<file path="config.mk">
export PLATFORM = sky130hd
export DESIGN_NAME = eth_tx_arbiter
export DESIGN_NICKNAME = d
export VERILOG_FILES = /design/src/rtl/eth_tx_arbiter.sv
export SDC_FILE = /design/constraint.sdc
export NUM_CORES = 1
export LEC_CHECK = 0
export ABC_AREA = 1
export BUFFER_PORTS_ARGS = -buffer_cell sky130_fd_sc_hd__buf_2
export CAP_MARGIN = 20
export CELL_PAD_IN_SITES_DETAIL_PLACEMENT = 1
export CELL_PAD_IN_SITES_GLOBAL_PLACEMENT = 1
export CORE_ASPECT_RATIO = 0.9
export CORE_MARGIN = 10
export CORE_UTILIZATION = 30
export CTS_CLUSTER_DIAMETER = 40
export DETAILED_ROUTE_END_ITERATION = 10
export PLACE_DENSITY_LB_ADDON = 0.1
export SLEW_MARGIN = 40
export SYNTH_ARGS = -nofsm -noshare
export SYNTH_HDL_FRONTEND = slang
export SYNTH_SLANG_ARGS = --single-unit
</file>
<file path="constraint.sdc">
create_clock -name clk -period 2.4 [get_ports clk]
set_input_delay 0.24 -clock clk [delete_from_list [all_inputs] [get_ports clk]]
set_output_delay 0.24 -clock clk [all_outputs]
set_load 0.1 [all_outputs]
</file>
<file path="src/rtl/eth_tx_arbiter.sv">
// Fixed-priority frame arbiter sharing one 32-bit TX stream between ARP (0), ICMP (1) and UDP (2).
// Whole frames are granted, beats pass through combinationally, and a stall watchdog aborts dead frames.
module eth_tx_arbiter #(
    parameter int IFG_CYCLES = 3,
    parameter int TIMEOUT    = 255
) (
    input  logic        clk,
    input  logic        rst,
    input  logic [95:0] i_req_data,
    input  logic [2:0]  i_req_sop,
    input  logic [2:0]  i_req_eop,
    input  logic [2:0]  i_req_vld,
    output logic [2:0]  o_req_rdy,
    output logic [31:0] o_tx_data,
    output logic        o_tx_sop,
    output logic        o_tx_eop,
    output logic        o_tx_vld,
    output logic        o_tx_err,
    input  logic        i_tx_rdy,
    output logic [2:0]  o_grant,
    output logic        o_busy,
    output logic [15:0] o_frame_cnt,
    output logic [7:0]  o_abort_cnt,
    output logic [7:0]  o_stray_cnt
);

    localparam int DATA_W = 32;

    localparam logic [2:0] S_IDLE  = 3'd0;
    localparam logic [2:0] S_XFER  = 3'd1;
    localparam logic [2:0] S_ABORT = 3'd2;
    localparam logic [2:0] S_FLUSH = 3'd3;
    localparam logic [2:0] S_GAP   = 3'd4;

    logic [2:0]        state;
    logic [1:0]        gidx;
    logic [15:0]       wd;
    logic [15:0]       gap;

    logic [DATA_W-1:0] src_data;
    logic              src_sop;
    logic              src_eop;
    logic              src_vld;

    logic [2:0]        req_start;
    logic [2:0]        stray;
    logic              win_any;
    logic [1:0]        win_idx;
    logic [2:0]        win_onehot;

    logic [16:0]       wd_inc;
    logic              wd_hit;
    logic [2:0]        end_state;

    function automatic logic [7:0] sat_inc8(input logic [7:0] v);
        return (v == 8'hFF) ? v : v + 8'd1;
    endfunction

    // Granted-source view; only meaningful while a source owns the stream.
    always_comb begin
        src_data = '0;
        src_sop  = 1'b0;
        src_eop  = 1'b0;
        src_vld  = 1'b0;
        case (gidx)
            2'd0: begin
                src_data = i_req_data[31:0];
                src_sop  = i_req_sop[0];
                src_eop  = i_req_eop[0];
                src_vld  = i_req_vld[0];
            end
            2'd1: begin
                src_data = i_req_data[63:32];
                src_sop  = i_req_sop[1];
                src_eop  = i_req_eop[1];
                src_vld  = i_req_vld[1];
            end
            2'd2: begin
                src_data = i_req_data[95:64];
                src_sop  = i_req_sop[2];
                src_eop  = i_req_eop[2];
                src_vld  = i_req_vld[2];
            end
            default: begin
                src_data = '0;
                src_sop  = 1'b0;
                src_eop  = 1'b0;
                src_vld  = 1'b0;
            end
        endcase
    end

    assign req_start = i_req_vld & i_req_sop;
    assign stray     = i_req_vld & ~i_req_sop;

    // Lowest index with a pending sop wins; no fairness by design.
    always_comb begin
        win_any    = |req_start;
        win_idx    = 2'd0;
        win_onehot = 3'b000;
        if (req_start[0]) begin
            win_idx    = 2'd0;
            win_onehot = 3'b001;
        end else if (req_start[1]) begin
            win_idx    = 2'd1;
            win_onehot = 3'b010;
        end else if (req_start[2]) begin
            win_idx    = 2'd2;
            win_onehot = 3'b100;
        end
    end

    assign wd_inc    = {1'b0, wd} + 17'd1;
    assign wd_hit    = (wd_inc == 17'(TIMEOUT));
    assign end_state = (IFG_CYCLES == 0) ? S_IDLE : S_GAP;
    assign o_busy    = (state != S_IDLE);

    always_comb begin
        o_req_rdy = 3'b000;
        o_tx_data = '0;
        o_tx_sop  = 1'b0;
        o_tx_eop  = 1'b0;
        o_tx_vld  = 1'b0;
        o_tx_err  = 1'b0;
        case (state)
            S_IDLE: begin
                // The winner's sop beat is held (not stray), everything else non-sop is drained.
                o_req_rdy = stray;
            end
            S_XFER: begin
                o_req_rdy = o_grant & {3{i_tx_rdy}};
                o_tx_data = src_data;
                o_tx_sop  = src_sop;
                o_tx_eop  = src_eop;
                o_tx_vld  = src_vld;
            end
            S_ABORT: begin
                o_tx_vld = 1'b1;
                o_tx_eop = 1'b1;
                o_tx_err = 1'b1;
            end
            S_FLUSH: begin
                o_req_rdy = o_grant;
            end
            default: begin
                o_req_rdy = 3'b000;
            end
        endcase
    end

    always_ff @(posedge clk) begin
        if (rst) begin
            state       <= S_IDLE;
            o_grant     <= 3'b000;
            gidx        <= 2'd0;
            wd          <= '0;
            gap         <= '0;
            o_frame_cnt <= '0;
            o_abort_cnt <= '0;
            o_stray_cnt <= '0;
        end else begin
            case (state)
                S_IDLE: begin
                    if (|stray) begin
                        o_stray_cnt <= sat_inc8(o_stray_cnt);
                    end
                    if (win_any) begin
                        o_grant <= win_onehot;
                        gidx    <= win_idx;
                        wd      <= '0;
                        state   <= S_XFER;
                    end
                end
                S_XFER: begin
                    if (src_vld && i_tx_rdy) begin
                        wd <= '0;
                        if (src_eop) begin
                            o_frame_cnt <= o_frame_cnt + 16'd1;
                            o_grant     <= 3'b000;
                            gap         <= '0;
                            state       <= end_state;
                        end
                    end else if (!src_vld) begin
                        // Only a silent source counts toward abort; backpressure just holds.
                        wd <= wd_inc[15:0];
                        if (wd_hit) begin
                            state <= S_ABORT;
                        end
                    end
                end
                S_ABORT: begin
                    if (i_tx_rdy) begin
                        o_abort_cnt <= sat_inc8(o_abort_cnt);
                        wd          <= '0;
                        state       <= S_FLUSH;
                    end
                end
                S_FLUSH: begin
                    if (src_vld) begin
                        wd <= '0;
                        if (src_eop) begin
                            o_grant <= 3'b000;
                            gap     <= '0;
                            state   <= end_state;
                        end
                    end else begin
                        wd <= wd_inc[15:0];
                        if (wd_hit) begin
                            o_grant <= 3'b000;
                            gap     <= '0;
                            state   <= end_state;
                        end
                    end
                end
                S_GAP: begin
                    if (gap == 16'(IFG_CYCLES - 1)) begin
                        gap   <= '0;
                        state <= S_IDLE;
                    end else begin
                        gap <= gap + 16'd1;
                    end
                end
                default: begin
                    state   <= S_IDLE;
                    o_grant <= 3'b000;
                end
            endcase
        end
    end

endmodule

</file>
==> results_dict.tcl <==
set metrics [dict create \
    pin_count 183 \
    grt-ovfl-total 0 \
    h-tree-depth 3 \
    route.detailed.drc 0 \
    core-area_um2 17500 \
    combPwrFrac_pct 61.3 \
    dp_hpwl_mm 16.81 \
    fmax_mhz 450.4 \
    grt_max_degree 49 \
    synth_area_um2 5304 \
    setup_ws_ns 0.1799 \
    dpl_worst_slack_ns 0.1160 \
    relSlewSlack_pct 50.88 \
    drive_above_1_share_pct 25.39 \
    pwr-share-clk_pct 19.5 \
    row_count 46 \
    fin_nets 1190 \
    vdd.ir_drop.worst_v 0.0003786 \
    ctsHoldBuffers 0 \
    status "completed" \
    clock_skew_ns 0.005633 \
    insertion_delay_ns 0.35 \
    p_sw_share_pct 53.83 \
    setup_viol 0 \
    maxCapViolCount 0 \
    ys.flop_type "dfxtp_1" \
    place_area_um2 7036 \
    seqCellArea_um2 1446 \
    p_leak_uw 0.003395 \
    io_buffers 182 \
    finalPower_uw 7091 \
    ys_ff_latch 72 \
    initial_core_util_pct 30.31 \
    via_per_inst 4.808 \
    ys_seq_area_share_pct 27.18 \
    worstSetupPathType "flop to primary output" \
    cp.arrival_ns 1.98 \
    cts.clk_slew.worst_paths_ns 0.06 \
    drv_slew 0 \
    postSynth.asyncResetShare_pct 0 \
    cp.required_ns 2.16 \
    drt_iter0_markers 250 \
    vias 6351 \
    postRouteAntennaNets 0 \
    grt_pass1_vias 6584 \
    dieArea_um2 23410 \
    cts.path.max_buffers 2 \
    antenna_found_initial 6 \
    worst-path-max-fanout 32 \
    grt_pass1_wl_mm 35.10 \
    r2r_slack_ns 0.24 \
    postLayoutCoreUtil_pct 42.13 \
    p_switching_uw 3817 \
    cts_sinks 72 \
    synth.distinct_cells 43 \
    syn_to_final_growth_pct 39.00 \
    hold_viol 0 \
    powerDensity_nw_per_um2 961.8 \
    firstDrtPassIters 4 \
    worst_setup_path_end_kind "primary output" \
    cts_tree "done" \
    post_drt_wl_per_cell_um 16.12 \
    die_x_um 160.2 \
    startpoint_type "flop" \
    synth_cells 890 \
    post_cts_buffers 0 \
    avgSynthCellArea_um2 5.959 \
    synth_edf_count 0 \
    wirelength_mm 21.29 \
    gp_congestion 0.8269 \
    grt.total_usage_pct 18.14 \
    pwr-share-seq_pct 19.3 \
    hold_path_class "input port to flop" \
    stdcell_area_um2 7372 \
    finalCriticalPeriod_ns 2.220 \
    post-route-period-util_pct 92.51 \
    worst_pin_slew_ns 0.7360 \
    fill_cells 2348 \
    cts-root-buf "clkbuf_16" \
    cts_made_buffers 9 \
    intPower_uw 3274 \
    die_h_um 146.1 \
    syn_nets 1006 \
    synth_warnings 0 \
    multiInputGateArea_um2 3302 \
    rsz0062_at_grt "no" \
]
-- per-layer routing --
| metal | GRT usage [%] | vias up | share of wire, % |
|---|---|---|---|
| met2 | 30.29 | 119 | 47 |
| met4 | 3.991 | 8 | 1.2 |
| met5 | 0 | - | 0.27 |
| met3 | 6.661 | 22 | 6.4 |
| met1 | 21.76 | 2935 | 45 |
| li1 | - | 3267 | - |
-- power by group through the flow --
| stage | logic (uW) | registers [uW] | clock network, uW |
|---|---|---|---|
| floorplan | 2750 | 1540 | 0 |
| global placement | 4330 | 1390 | 0 |
| detailed placement | 4340 | 1390 | 0 |
| CTS | 4350 | 1360 | 1430 |
| global route | 4650 | 1380 | 1490 |
| finish | 4340 | 1370 | 1380 |
-- logic make-up (layout without fill, tap and decap cells) --
logic type | Yosys count | count (layout) | share of synthesized area (%)
AOI/OAI and AO/OA | 139 | 139 | 15.62
xor gates and xnor gates | 9 | 9 | 1.486
adders and majority gates | 8 | 8 | 1.887
buffers and inverters | 157 | 346 | 11.56
DFF | 72 | 72 | 27.18
other | 0 | 2 | 0
and+or+nand+nor | 505 | 505 | 42.27
-- worst paths after layout --
check	startpoint	endpoint	cells after the start
max	gidx[1]$_SDFFE_PP0P_	o_tx_data[26]	8
min	i_req_sop[1]	gidx[0]$_SDFFE_PP0P_	3
max reg2reg	wd[0]$_SDFFE_PP0P_	gap[4]$_SDFFE_PP0P_	15
min reg2reg	gap[13]$_SDFFE_PP0P_	gap[13]$_SDFFE_PP0P_	2
-- cell usage after synthesis, types with 3 or more instances --
cell type  number  share of area [%]
dfxtp_1        72                 27
nand3_1        88                8.3
nand4_1        20                2.4
ha_1            8                1.9
nor4_1          3               0.35
nor3b_1         3               0.42
inv_1         117                8.3
nand2_1       273                 19
a22oi_1        10                1.4
a21oi_2         6               0.99
o22ai_1         8               0.94
nand2_4         3               0.64
o21ai_0        43                4.1
inv_2          11               0.78
nor2_2         11                1.3
a21oi_1        53                5.0
o311ai_0        5               0.83
nor2_1         68                4.8
xor2_1          8                1.3
nor3_1         18                1.7
clkbuf_1       23                1.6
nand2_2         3               0.35
nand3b_1        3               0.42
nor2_4          7                1.5
-- layout make-up --
class | count | area share, %
multi-input combinational | 661 | 44.79
inverter | 129 | 6.670
antenna | 2 | 0.06789
clock buffer | 10 | 3.106
tap | 240 | 4.073
clock inverter | 6 | 0.9335
sequential | 72 | 19.62
timing repair buffer | 201 | 20.74
-- cell usage in the layout, fill, tap and decap left out, types with 8 or more instances in the layout --
master	Yosys	final
dfxtp_1	72	68
buf_12	0	31
nand3_1	88	88
nor2_2	11	11
clkbuf_16	0	9
xor2_1	8	8
nand2_1	273	271
nor2_1	68	67
a21oi_1	53	53
buf_4	1	18
inv_1	117	116
a22oi_1	10	10
nor3_1	18	17
o21ai_0	43	43
o22ai_1	8	8
nand4_1	20	20
inv_2	11	12
buf_2	2	147
ha_1	8	8
nor2_4	7	8
-- through the flow --
stage | instances | TNS, ns | hold slack [ns]
6_report | 1321 | 0 | 0.2725
2_1_floorplan | 890 | -1.247 | 0.4321
4_1_cts | 1319 | 0 | 0.2508
5_1_grt | 1319 | 0 | 0.2946
3_3_place_gp | 1303 | 0 | 0.4573
3_5_place_dp | 1303 | 0 | 0.4615
-- flip-flops by register name, indices dropped and copies added, names as in the netlist --
| register | count |
|---|---|
| o_abort_cnt | 8 |
| wd | 16 |
| state | 3 |
| o_stray_cnt | 8 |
| o_frame_cnt | 16 |
| gidx | 2 |
| o_grant | 3 |
| gap | 16 |
-- worst max-delay path, stage by stage, from the launching register on --
cell	delay [ns]
dfxtp_1	0.47
nand2_2	0.14
inv_2	0.07
buf_4	0.32
nand2_1	0.10
nand3_1	0.08
nand2_1	0.05
inv_1	0.05
clkbuf_4	0.32
-- timing repair --
action                                  CTS  global route
endpoints found under the setup margin    0            32
hold endpoints to repair                  0             0
gates resized for setup                   0            11
Note: power is estimated with default switching activity, not from simulation.
